--- config.mk ---
export PLATFORM = sky130hd
export DESIGN_NAME = popcount_neuron_sched
export DESIGN_NICKNAME = d
export VERILOG_FILES = /design/src/rtl/popcount_neuron_sched.sv
export SDC_FILE = /design/constraint.sdc
export NUM_CORES = 1
export LEC_CHECK = 0
export CORE_MARGIN = 5
export CORE_UTILIZATION = 25
export CTS_BUF_LIST = sky130_fd_sc_hd__clkbuf_8
export CTS_CLUSTER_DIAMETER = 100
export CTS_CLUSTER_SIZE = 16
export DETAILED_ROUTE_END_ITERATION = 10
export GPL_TIMING_DRIVEN = 1
export PLACE_DENSITY = 0.49
export SLEW_MARGIN = 20
export SYNTH_ARGS = -nofsm -noshare
export SYNTH_HDL_FRONTEND = slang
export SYNTH_SLANG_ARGS = --single-unit
--- constraint.sdc ---
create_clock -name clk -period 5.2 [get_ports clk]
set_input_delay 1.56 -clock clk [delete_from_list [all_inputs] [get_ports clk]]
set_output_delay 1.56 -clock clk [all_outputs]
set_load 0.01 [all_outputs]
--- src/rtl/popcount_neuron_sched.sv ---
// popcount_neuron_sched: ternary neuron sequencer time-sharing one external 24-input popcount.
// Build macro NSCHED_ZERO_SKIP_EN skips the negative pass of a chunk whose x&wn is zero.
module popcount_neuron_sched #(
  parameter int CHUNKS = 4,
  parameter int ACC_W  = 7,
  parameter int CNT_W  = 3
) (
  input  logic                    clk,
  input  logic                    rst_n,
  input  logic                    in_valid,
  output logic                    in_ready,
  input  logic [23:0]             in_x,
  input  logic [23:0]             in_wp,
  input  logic [23:0]             in_wn,
  input  logic signed [ACC_W:0]   thr_hi,
  input  logic signed [ACC_W:0]   thr_lo,
  output logic [23:0]             pc_in,
  input  logic [4:0]              pc_cnt,
  output logic                    out_valid,
  input  logic                    out_ready,
  output logic [1:0]              out_y,
  output logic signed [ACC_W:0]   out_diff
);

  typedef enum logic [1:0] {
    S_LOAD = 2'd0,
    S_POS  = 2'd1,
    S_NEG  = 2'd2,
    S_OUT  = 2'd3
  } state_t;

  state_t                 state_r;
  logic [23:0]            x_r, wp_r, wn_r;
  logic signed [ACC_W:0]  thr_hi_r, thr_lo_r;
  logic [ACC_W-1:0]       acc_p_r, acc_n_r;
  logic [CNT_W-1:0]       cnt_r;
  logic [ACC_W-1:0]       add_s, acc_p_nxt_s, acc_n_nxt_s;
  logic signed [ACC_W:0]  diff_nxt_s;
  logic                   last_s, skip_s;

  // Approximate popcount units may report more than 24 set bits.
  function automatic logic [4:0] clamp24(input logic [4:0] c);
    if (c > 5'd24) begin
      return 5'd24;
    end else begin
      return c;
    end
  endfunction

  function automatic logic [1:0] ternary(input logic signed [ACC_W:0] d,
                                         input logic signed [ACC_W:0] hi,
                                         input logic signed [ACC_W:0] lo);
    if (d >= hi) begin
      return 2'b01;
    end else if (d <= lo) begin
      return 2'b11;
    end else begin
      return 2'b00;
    end
  endfunction

  assign add_s  = ACC_W'(clamp24(pc_cnt));
  assign last_s = (cnt_r == CNT_W'(CHUNKS - 1));
`ifdef NSCHED_ZERO_SKIP_EN
  assign skip_s = ((x_r & wn_r) == 24'd0);
`else
  assign skip_s = 1'b0;
`endif

  // Handshake and popcount operand select, purely from the current state.
  always_comb begin
    in_ready = 1'b0;
    pc_in    = 24'd0;
    case (state_r)
      S_LOAD:  in_ready = 1'b1;
      S_POS:   pc_in = x_r & wp_r;
      S_NEG:   pc_in = x_r & wn_r;
      default: pc_in = 24'd0;
    endcase
  end

  // Next accumulator values; the final diff must include this cycle's popcount.
  always_comb begin
    acc_p_nxt_s = acc_p_r;
    acc_n_nxt_s = acc_n_r;
    if (state_r == S_POS) begin
      acc_p_nxt_s = acc_p_r + add_s;
    end else if (state_r == S_NEG) begin
      acc_n_nxt_s = acc_n_r + add_s;
    end else begin
      acc_p_nxt_s = acc_p_r;
    end
    diff_nxt_s = $signed({1'b0, acc_p_nxt_s}) - $signed({1'b0, acc_n_nxt_s});
  end

  // Sequencer FSM with registered result outputs.
  always_ff @(posedge clk or negedge rst_n) begin
    if (!rst_n) begin
      state_r   <= S_LOAD;
      x_r       <= 24'd0;
      wp_r      <= 24'd0;
      wn_r      <= 24'd0;
      thr_hi_r  <= '0;
      thr_lo_r  <= '0;
      acc_p_r   <= '0;
      acc_n_r   <= '0;
      cnt_r     <= '0;
      out_valid <= 1'b0;
      out_y     <= 2'b00;
      out_diff  <= '0;
    end else begin
      case (state_r)
        S_LOAD: begin
          if (in_valid) begin
            x_r     <= in_x;
            wp_r    <= in_wp;
            wn_r    <= in_wn;
            if (cnt_r == '0) begin
              thr_hi_r <= thr_hi;
              thr_lo_r <= thr_lo;
            end else begin
              thr_hi_r <= thr_hi_r;
            end
            state_r <= S_POS;
          end else begin
            state_r <= S_LOAD;
          end
        end
        S_POS, S_NEG: begin
          acc_p_r <= acc_p_nxt_s;
          acc_n_r <= acc_n_nxt_s;
          if ((state_r == S_POS) && !skip_s) begin
            state_r <= S_NEG;
          end else if (last_s) begin
            cnt_r     <= '0;
            state_r   <= S_OUT;
            out_valid <= 1'b1;
            out_diff  <= diff_nxt_s;
            out_y     <= ternary(diff_nxt_s, thr_hi_r, thr_lo_r);
          end else begin
            cnt_r   <= cnt_r + CNT_W'(1);
            state_r <= S_LOAD;
          end
        end
        S_OUT: begin
          if (out_ready) begin
            out_valid <= 1'b0;
            acc_p_r   <= '0;
            acc_n_r   <= '0;
            state_r   <= S_LOAD;
          end else begin
            state_r <= S_OUT;
          end
        end
        default: state_r <= S_LOAD;
      endcase
    end
  end

endmodule

==> results of run 1 <==
area by class of cell:
class | count | area (um^2)
Timing Repair Buffer | 202 | 1870
Tap cell | 330 | 413
Fill cell | 2500 | 16000
Clock inverter | 15 | 181
Sequential cell | 118 | 2950
Inverter | 30 | 113
Multi-Input combinational cell | 405 | 3460
Clock buffer | 17 | 234
critical path: cells and delay by family:
kind | cells | cell delay [ps]
mux | 1 | 100
simple gates | 3 | 540
xor+xnor | 2 | 330
buf+inv | 3 | 600
fa+ha+maj | 4 | 1000
compound gates | 8 | 1220
synthesized netlist by cell type, types with 3 or more instances:
cell type	instances	area share (%)
a211oi_1	5	0.59
a21o_1	5	0.59
a21oi_1	24	1.9
a22o_1	4	0.55
and2_1	4	0.39
buf_2	14	1.1
clkbuf_1	11	0.65
dfrtp_1	118	46
ha_1	37	7.3
inv_1	30	1.8
mux2_2	93	16
mux2i_1	30	4.7
nand2_1	55	3.2
nand2b_1	7	0.69
nand3_1	7	0.55
nor2_1	37	2.2
nor2b_1	5	0.49
nor3_1	3	0.24
o211ai_1	3	0.35
o21ai_0	21	1.6
o21ai_1	3	0.24
o311ai_1	3	0.41
o31ai_1	3	0.35
or3_1	3	0.29
xnor2_1	8	1.1
xor2_1	7	0.96
final timing paths:
check / startpoint / to / slack, ps
worst max-delay path: pc_cnt[0] / out_y[0] / 150
worst min-delay path: wp_r[12] / wp_r[12] / 510
worst max register to register: state_r[0] / out_y[0] / 980
worst min register to register: wp_r[12] / wp_r[12] / 510
max in group asynchronous: rst_n / x_r[23] / 3120
min in group asynchronous: rst_n / x_r[22] / 1090
through the flow:
stage	hold slack, ps	instances	setup WS [ps]	utilization, %	cell area, um^2
after floorplan	469	578	14.8	-	6380
after global placement	472	1075	-598	33.7	8470
after detailed placement	492	1075	-703	33.7	8470
after CTS	511	1112	-12.4	35.9	9040
after global routing	523	1117	-7.18	36.6	9220
final	507	1117	153	36.6	9220
cells by family after synthesis:
kind of cell,count (synthesis),share of synthesized area (%)
AOI/OAI and AO/OA,96,10.0
xor gates and xnor gates,15,2.06
adders and majority gates,39,7.73
buffers and inverters,55,3.51
DFF,118,46.3
muxes,123,21.1
and+or+nand+nor,132,9.27
state kept, by name, summed over array words and instances (netlist names):
register,flops
acc_n_r,7
acc_p_r,7
cnt_r,3
out_diff,8
out_valid,1
out_y,2
state_r,2
thr_hi_r,8
thr_lo_r,8
wn_r,24
wp_r,24
x_r,24
timing repair:
action / in CTS / in global routing
buffers inserted: 5 / 5
pin swaps: 23 / 28
setup endpoints to repair: 2 / 2
gates resized for setup: 26 / 30
metal layers:
metal / up-vias / part of all wire (%)
li1: 2445 / -
met1: 2387 / 44
met2: 123 / 45
met3: 13 / 9.4
met4: 2 / 1.0
met5: - / 0.040
power breakdown:
part           total (uW)  switching (uW)  leakage [uW]  internal [uW]
logic                4060            1940       0.00232           2120
registers            1620             260       0.00139           1360
clock network         918             470      0.000206            448
total                6600            2670       0.00391           3930
==> results_dict.tcl, run 1 <==
set metrics [dict create \
    detailroute.via_count 4970 \
    final_max_slew_viol_count 0 \
    timing_worst_setup_path_type "primary input to register" \
    fmax_mhz 198 \
    cp_data_arrival_time_ps 5380 \
    cts.reportedPaths.clkPinSlew_ps 80 \
    postSynth.asyncResetShare_pct 100 \
    timing.clock.skew_ps 21.7 \
    critPathRequiredTime_ps 5530 \
    synth_edf_count 0 \
    totalPowerFinal_uw 6600 \
    dp_hpwl_um 12500 \
    die-height_um 170 \
    p_leak_uw 0.00391 \
    die_w_um 170 \
    largest_fanout_on_the_critical_path 3 \
    grt_use_total_pct 12.4 \
    grt_setup_unrepaired "true" \
    synth_cell_types 53 \
    viasPerCell 4.45 \
    cts_num_sinks 118 \
    synthFlopType "dfrtp_1" \
    syn_to_final_growth_pct 44.5 \
    drtPass1Iterations 4 \
    clockBufferDepth 2 \
    global_route.overflow_total 0 \
    vias_in_the_first_global_route 5283 \
    detailedRoute.firstIterationViolations 210 \
    postSynthCellCount 578 \
    n_diodes 0 \
    clock_latency_ps 450 \
    area_of_the_core_um2 25200 \
    wl_um 17600 \
    ir_worst_vdd_mv 0.348 \
    setup_viol 0 \
    yosysWarnings 0 \
    critical-path-max-stage-delay_ps 410 \
    die-area_um2 28800 \
    min_period_over_period_pct 97.1 \
    cp-end-kind "register" \
    ctsHoldBuffers 0 \
    final_net_count 909 \
    cts-htree-levels 4 \
    worstPathCellList "clkdlybuf4s50_1 > and2_4 > ha_2 > ha_2 > a21o_1 > a21o_1 > a31oi_1 > xor2_1 > mux2i_1 > ha_1 > inv_2 > buf_4 > o21bai_2 > a21oi_2 > xnor2_2 > ha_1 > nand2_1 > o21ai_2 > nor4_2 > a221oi_2 > a211o_1" \
    timing.hold.worst.class "register to register" \
    grt_first_pass_wirelength_um 28200 \
    outcome "completed" \
    synthesis.nets 713 \
    drive_gt1_share_pct 31.1 \
    avgRoutedWirePerCell_um 15.8 \
    clock_tree.root_cell "clkbuf_8" \
    slowest_stage "clkdlybuf4s50_1" \
    ant_nets 0 \
    layout.cells.most_common_list "128 x clkdlybuf4s50_1, 118 x dfrtp_1, 93 x mux2_2, 69 x buf_4, 51 x nand2_1" \
    tritoncts "done" \
    remaining_drc_errors 0 \
    hold_depth 1 \
    area_of_the_mapped_netlist_um2 6380 \
    grt.met2_usage_pct 19.4 \
    largest_net_degree_at_the_start_of_global_routing 73 \
    postSynthRegisterBits 118 \
    grt-busiest-layer "met2" \
    final.setup.tns_ps 0 \
    port_buffers 132 \
    globalRouteMet1Util_pct 15.6 \
    slew-limit-headroom_pct 33.7 \
    finalHoldViolCount 0 \
    grt_antenna_before_repair 1 \
    synth_area_per_cell_um2 11.0 \
    ff2ff_path_depth 17 \
    worst-slew-pin-transition_ps 995 \
    layout.cells.most_common "clkdlybuf4s50_1" \
    initial_core_util_pct 25.3 \
    io-pin-count 133 \
    gp_congestion 0.788 \
    drv.max_cap_violation_count 0 \
    grt_util_met3_pct 5.52 \
    core.rowCount 58 \
    finalCriticalPeriod_ps 5050 \
    synth_seq_area_share_pct 46.3 \
    cts_made_buffers 17 \
    worstSetupStartpointType "primary input" \
    pwr_density_cell_nw_per_um2 716 \
]
Note: power is estimated with default switching activity, not from simulation.
==> inputs of run 2 (changes only) <==
--- a/config.mk
+++ b/config.mk
@@ -13,7 +13,6 @@
 export DETAILED_ROUTE_END_ITERATION = 10
 export GPL_TIMING_DRIVEN = 1
 export PLACE_DENSITY = 0.49
-export SLEW_MARGIN = 20
 export SYNTH_ARGS = -nofsm -noshare
 export SYNTH_HDL_FRONTEND = slang
 export SYNTH_SLANG_ARGS = --single-unit
==> constraint.sdc (replaced) <==
create_clock -name clk -period 5.4 [get_ports clk]
set_input_delay 1.62 -clock clk [delete_from_list [all_inputs] [get_ports clk]]
set_output_delay 1.62 -clock clk [all_outputs]
set_load 0.01 [all_outputs]
==> run 2 against run 1 <==
Net effect: clock-buffer cell count rose by 1; routed wire length fell by 1.0%; cell area fell by 1.9%; critical path type unchanged.
==> results_dict.tcl, run 2 (synthesis gave the netlist of run 1 again) <==
set metrics [dict create \
    finalHoldViolCount 0 \
    finalCriticalPeriod_ps 5220 \
    cpMostUsedCell "a21oi_2" \
    drv.max_cap_violation_count 0 \
    worstPathCellList "clkdlybuf4s50_1 > and2_4 > ha_2 > buf_4 > maj3_1 > a21oi_2 > a21oi_4 > xnor2_2 > a21oi_2 > ha_1 > buf_4 > a21oi_4 > o21bai_4 > a21oi_2 > xnor2_2 > ha_1 > nand2_2 > o21ai_2 > nor4_4 > a221oi_4 > a211o_1" \
    totalPowerFinal_uw 6260 \
    cts_num_sinks 118 \
    layout_setup_ws_ps 180 \
    critPathRequiredTime_ps 5730 \
    wl_um 17500 \
    io-pin-count 133 \
    cts-htree-levels 4 \
    vias_in_the_first_global_route 5206 \
    die-height_um 170 \
    dp_hpwl_um 12200 \
    detailed_place.area_um2 8410 \
    final_net_count 897 \
    critPathBufInv 3 \
    outcome "completed" \
    largest_fanout_on_the_critical_path 3 \
    finalHoldWorstSlack_ps 487 \
    avgRoutedWirePerCell_um 15.8 \
    port_buffers 132 \
    grt_use_total_pct 12.2 \
    area_of_the_core_um2 25200 \
    grt_setup_unrepaired "false" \
    cts_made_buffers 17 \
    clockBufferDepth 2 \
    final_max_slew_viol_count 0 \
    min_period_over_period_pct 96.7 \
    n_diodes 0 \
    core.rowCount 58 \
    pwr_density_cell_nw_per_um2 692 \
    critical-path-max-stage-delay_ps 410 \
    slowest_stage "clkdlybuf4s50_1" \
    syn_to_final_growth_pct 41.7 \
    largest_registers "wn_r (24), wp_r (24), x_r (24)" \
    remaining_drc_errors 0 \
    worst-slew-pin-transition_ps 1050 \
    grt_first_pass_wirelength_um 27700 \
    global_route.overflow_total 0 \
    drive_gt1_share_pct 28.8 \
    tritoncts "done" \
    kind_of_cell_adding_the_most_delay_to_the_critical_path "compound AO/OA/AOI/OAI gates" \
    fmax_mhz 192 \
    clock_tree.root_cell "clkbuf_8" \
    dpl_worst_slack_ps -514 \
    ant_nets 0 \
    drtPass1Iterations 4 \
    slew-limit-headroom_pct 30.1 \
    finish.instance_area_um2 9040 \
    timing.hold.worst.class "register to register" \
    clock_latency_ps 430 \
    cp_data_arrival_time_ps 5550 \
    cp-end-kind "register" \
    setup_viol 0 \
    layout.cells.most_common_list "128 x clkdlybuf4s50_1, 118 x dfrtp_1, 93 x mux2_2, 56 x buf_4, 53 x nand2_1" \
    timing_worst_setup_path_type "primary input to register" \
    detailroute.via_count 4908 \
    worstSetupStartpointType "primary input" \
    die_w_um 170 \
    cts.reportedPaths.clkPinSlew_ps 90 \
    grt_antenna_before_repair 2 \
    layout.cells.most_common "clkdlybuf4s50_1" \
    gp_congestion 0.782 \
    p_leak_uw 0.00382 \
    initial_core_util_pct 25.3 \
    ir_worst_vdd_mv 0.297 \
    viasPerCell 4.44 \
    largest_net_degree_at_the_start_of_global_routing 77 \
    detailedRoute.firstIterationViolations 202 \
    die-area_um2 28800 \
    timing.clock.skew_ps 16.0 \
]
## run 2: changes by cell type in the layout (fill, tap and decap cells not counted), sizes merged
cell,delta
clkinvlp,+5
clkbuf,+1
clkinv,+3
buf,-12
inv,-8
bufinv,-1
## run 2: through the flow
step / TNS, ps / util (%) / std cells
5_1_grt: 0 / 35.9 / 1105
3_3_place_gp: -884 / 33.4 / 1067
4_1_cts: 0 / 35.0 / 1099
3_5_place_dp: -1030 / 33.4 / 1067
6_report: 0 / 35.9 / 1105
2_1_floorplan: 0 / - / 578
## run 2: power by group
| part | internal (uW) | switching [uW] | leakage [uW] |
|---|---|---|---|
| sequential | 1310 | 249 | 0.00139 |
| combinational | 2020 | 1880 | 0.00226 |
| clock | 377 | 416 | 0.000170 |
| total | 3710 | 2540 | 0.00382 |
## run 2: timing repair
item,CTS,global route
hold endpoints to repair,0,0
hold buffers,0,0
gates resized for setup,3,43
endpoints found under the setup margin,2,2
buffers inserted,0,6
pin swaps,1,27
## run 2: layout make-up
class	count	area (um^2)
Clock buffer	18	248
Clock inverter	14	128
Fill cell	2542	16100
Inverter	30	113
Multi-Input combinational cell	405	3410
Sequential cell	118	2950
Tap cell	330	413
Timing Repair Buffer	190	1780
## run 2: worst paths after layout
path                       cells past startpoint          end  slack, ps        start
max                                           21     out_y[0]        180    pc_cnt[0]
min                                            2  out_diff[0]        490  out_diff[0]
max reg2reg                                   18     out_y[0]       1190   state_r[0]
min reg2reg                                    2  out_diff[0]        490  out_diff[0]
max in group asynchronous                      2      x_r[23]       3210        rst_n
min in group asynchronous                      1     wn_r[14]       1360        rst_n
## run 2: metal layers
metal	up-vias	GRT usage (%)	part of all wire [%]
met5	-	0	0.19
met4	4	3.26	0.98
met3	16	6.27	9.9
met2	115	18.5	44
met1	2362	15.5	45
li1	2411	-	-
## run 2: tightest hold or removal path: stages (launching register included)
cell and delay (ps):
dfrtp_1 350, nand2_1 50, o21ai_0 60
==> inputs of run 3 (changes only) <==
--- a/config.mk
+++ b/config.mk
@@ -13,6 +13,7 @@
 export DETAILED_ROUTE_END_ITERATION = 10
 export GPL_TIMING_DRIVEN = 1
 export PLACE_DENSITY = 0.49
+export SETUP_SLACK_MARGIN = 0.4
 export SYNTH_ARGS = -nofsm -noshare
 export SYNTH_HDL_FRONTEND = slang
 export SYNTH_SLANG_ARGS = --single-unit
==> run 3 against run 2 <==
Net effect: global-route usage increased by 0.30 points; clock skew is 0.76 ps higher; first-iteration DRC count is 13% lower; fmax is 6.6% higher; setup slack improved by 320 ps; sequential power about the same; sequential share of layout area shrank 0.32 points; critical endpoint unchanged; total power is 0.74% higher; routed wire length increased by 1.8%; die area is the same; combinational power fell by 1%.
==> results_dict.tcl, run 3 (synthesis gave the netlist of run 1 again) <==
set metrics [dict create \
    finalHoldWorstSlack_ps 494 \
    setup_viol 0 \
    tritoncts "done" \
    drv.max_cap_violation_count 0 \
    cp_data_arrival_time_ps 5230 \
    pwr-share-comb_pct 61.2 \
    p_clk_share_pct 13.9 \
    die-area_um2 28800 \
    finalCriticalPeriod_ps 4900 \
    seq_power_share_pct 24.9 \
    worst-slew-pin-transition_ps 1020 \
    remaining_drc_errors 0 \
    timing.clock.skew_ps 16.7 \
    p_leak_uw 0.00385 \
    grt_antenna_before_repair 2 \
    cts_num_sinks 118 \
    dp_hpwl_um 12700 \
    dpl_worst_slack_ps -465 \
    syn_to_final_growth_pct 43.1 \
    die-height_um 170 \
    intPower_uw 3760 \
    largest_registers "wn_r (24), wp_r (24), x_r (24)" \
    final_max_slew_viol_count 0 \
    detailedRoute.firstIterationViolations 175 \
    layout_setup_ws_ps 504 \
    largest_net_degree_at_the_start_of_global_routing 73 \
    critical_path.startpoint "pc_cnt[2]" \
    pwr_density_cell_nw_per_um2 690 \
    viasPerCell 4.41 \
    timing_worst_setup_path_type "primary input to register" \
    port_buffers 132 \
    cts-htree-levels 4 \
    drive_gt1_share_pct 30.1 \
    global_route.overflow_total 0 \
    worstSetupStartpointType "primary input" \
    wl_um 17800 \
    ctsHoldBuffers 0 \
    layout.cells.most_common "clkdlybuf4s50_1" \
    n_diodes 0 \
    worst_hold_startpoint "out_diff[0]" \
    critPathRequiredTime_ps 5730 \
    timing.hold.worst.class "register to register" \
    reg2reg_from "state_r[0]" \
    p_sw_share_pct 40.3 \
    largest_fanout_on_the_critical_path 5 \
    grt_use_total_pct 12.5 \
    detailed_place.area_um2 8480 \
    power_switching_uw 2540 \
    totalPowerFinal_uw 6300 \
    clock_latency_ps 450 \
    outcome "completed" \
    initial_core_util_pct 25.3 \
    gp_congestion 0.814 \
    die_w_um 170 \
    detailroute.via_count 4899 \
    min_period_over_period_pct 90.7 \
    io-pin-count 133 \
    fmax_mhz 204 \
    layout.cells.most_common_list "127 x clkdlybuf4s50_1, 118 x dfrtp_1, 93 x mux2_2, 64 x buf_4, 52 x nand2_1" \
    area_of_the_core_um2 25200 \
    vias_in_the_first_global_route 5208 \
    core.rowCount 58 \
    ant_nets 0 \
    slew-limit-headroom_pct 31.7 \
    drtPass1Iterations 4 \
    clock_tree.root_cell "clkbuf_8" \
    grt_first_pass_wirelength_um 28300 \
    cts.reportedPaths.clkPinSlew_ps 80 \
    finish.instance_area_um2 9130 \
    clockBufferDepth 2 \
    final_net_count 902 \
    finalHoldViolCount 0 \
    ir_worst_vdd_mv 0.356 \
    cp-end-kind "register" \
    cts_made_buffers 17 \
    grt_setup_unrepaired "true" \
    avgRoutedWirePerCell_um 16.0 \
]
-- run 3: changes by cell type in the layout (fill, tap and decap cells not counted), moves of 5 or more --
cell        previous run  this run
ha_4                   0         5
clkinvlp_4             7         1
inv_6                  2         7
buf_4                 56        64
-- run 3: worst max-delay path, cell delays in order --
cell and delay (ps):
clkdlybuf4s50_1 490, a21boi_4 270, buf_4 150, nor2_1 40, a21oi_2 170, xor2_2 190, mux2i_2 120, ha_1 350
inv_1 90, a21o_1 180, a31oi_2 200, nand2_1 110, buf_4 150, ha_1 280, nand2_2 100, o21ai_2 60
nor4_2 300, a221oi_2 100, a211o_1 260
-- run 3: power by group through the flow --
| stage | registers [uW] | clock network, uW | logic (uW) |
|---|---|---|---|
| after global placement | 1580 | 0 | 3540 |
| after global routing | 1630 | 959 | 4320 |
| after floorplan | 1510 | 0 | 2190 |
| final | 1570 | 879 | 3860 |
| after detailed placement | 1590 | 0 | 3520 |
| after CTS | 1580 | 918 | 3730 |
-- run 3: area by class of cell --
class	instances	area (um^2)
fillers	2532	16000
multi-input cells	405	3440
flip-flops and latches	118	2950
repair buffers	195	1800
well taps	330	413
clock buffers	17	234
clock inverters	15	178
inverters	30	113
-- run 3: per-layer routing --
layer	up-vias	track usage, %	part of all wire (%)
met5	-	0	0.079
met4	4	3.36	1.2
met3	22	6.24	9.7
met2	122	19.4	45
met1	2320	15.6	44
li1	2431	-	-
-- run 3: repair_timing --
| action | CTS | global route |
|---|---|---|
| resized for setup | 23 | 26 |
| setup endpoints to repair | 2 | 2 |
| setup buffers | 6 | 3 |
| pin swaps | 28 | 27 |
-- run 3: per-stage QoR --
stage	TNS, ps	instances	util [%]
global route	0	1110	36.3
global placement	-778	1069	33.7
detailed placement	-907	1069	33.7
CTS	0	1107	35.9
finish	0	1110	36.3
floorplan	0	578	-
-- run 3: path summary, 6_finish.rpt --
| check | endpoint | slack [ps] | cells after the start |
|---|---|---|---|
| setup / recovery | out_y[0] | 500 | 19 |
| hold / removal | out_diff[0] | 490 | 2 |
| setup reg to reg | out_y[0] | 1130 | 18 |
| hold reg to reg | out_diff[0] | 490 | 2 |
| max in group asynchronous | acc_p_r[1] | 3150 | 2 |
| min in group asynchronous | x_r[22] | 1280 | 1 |
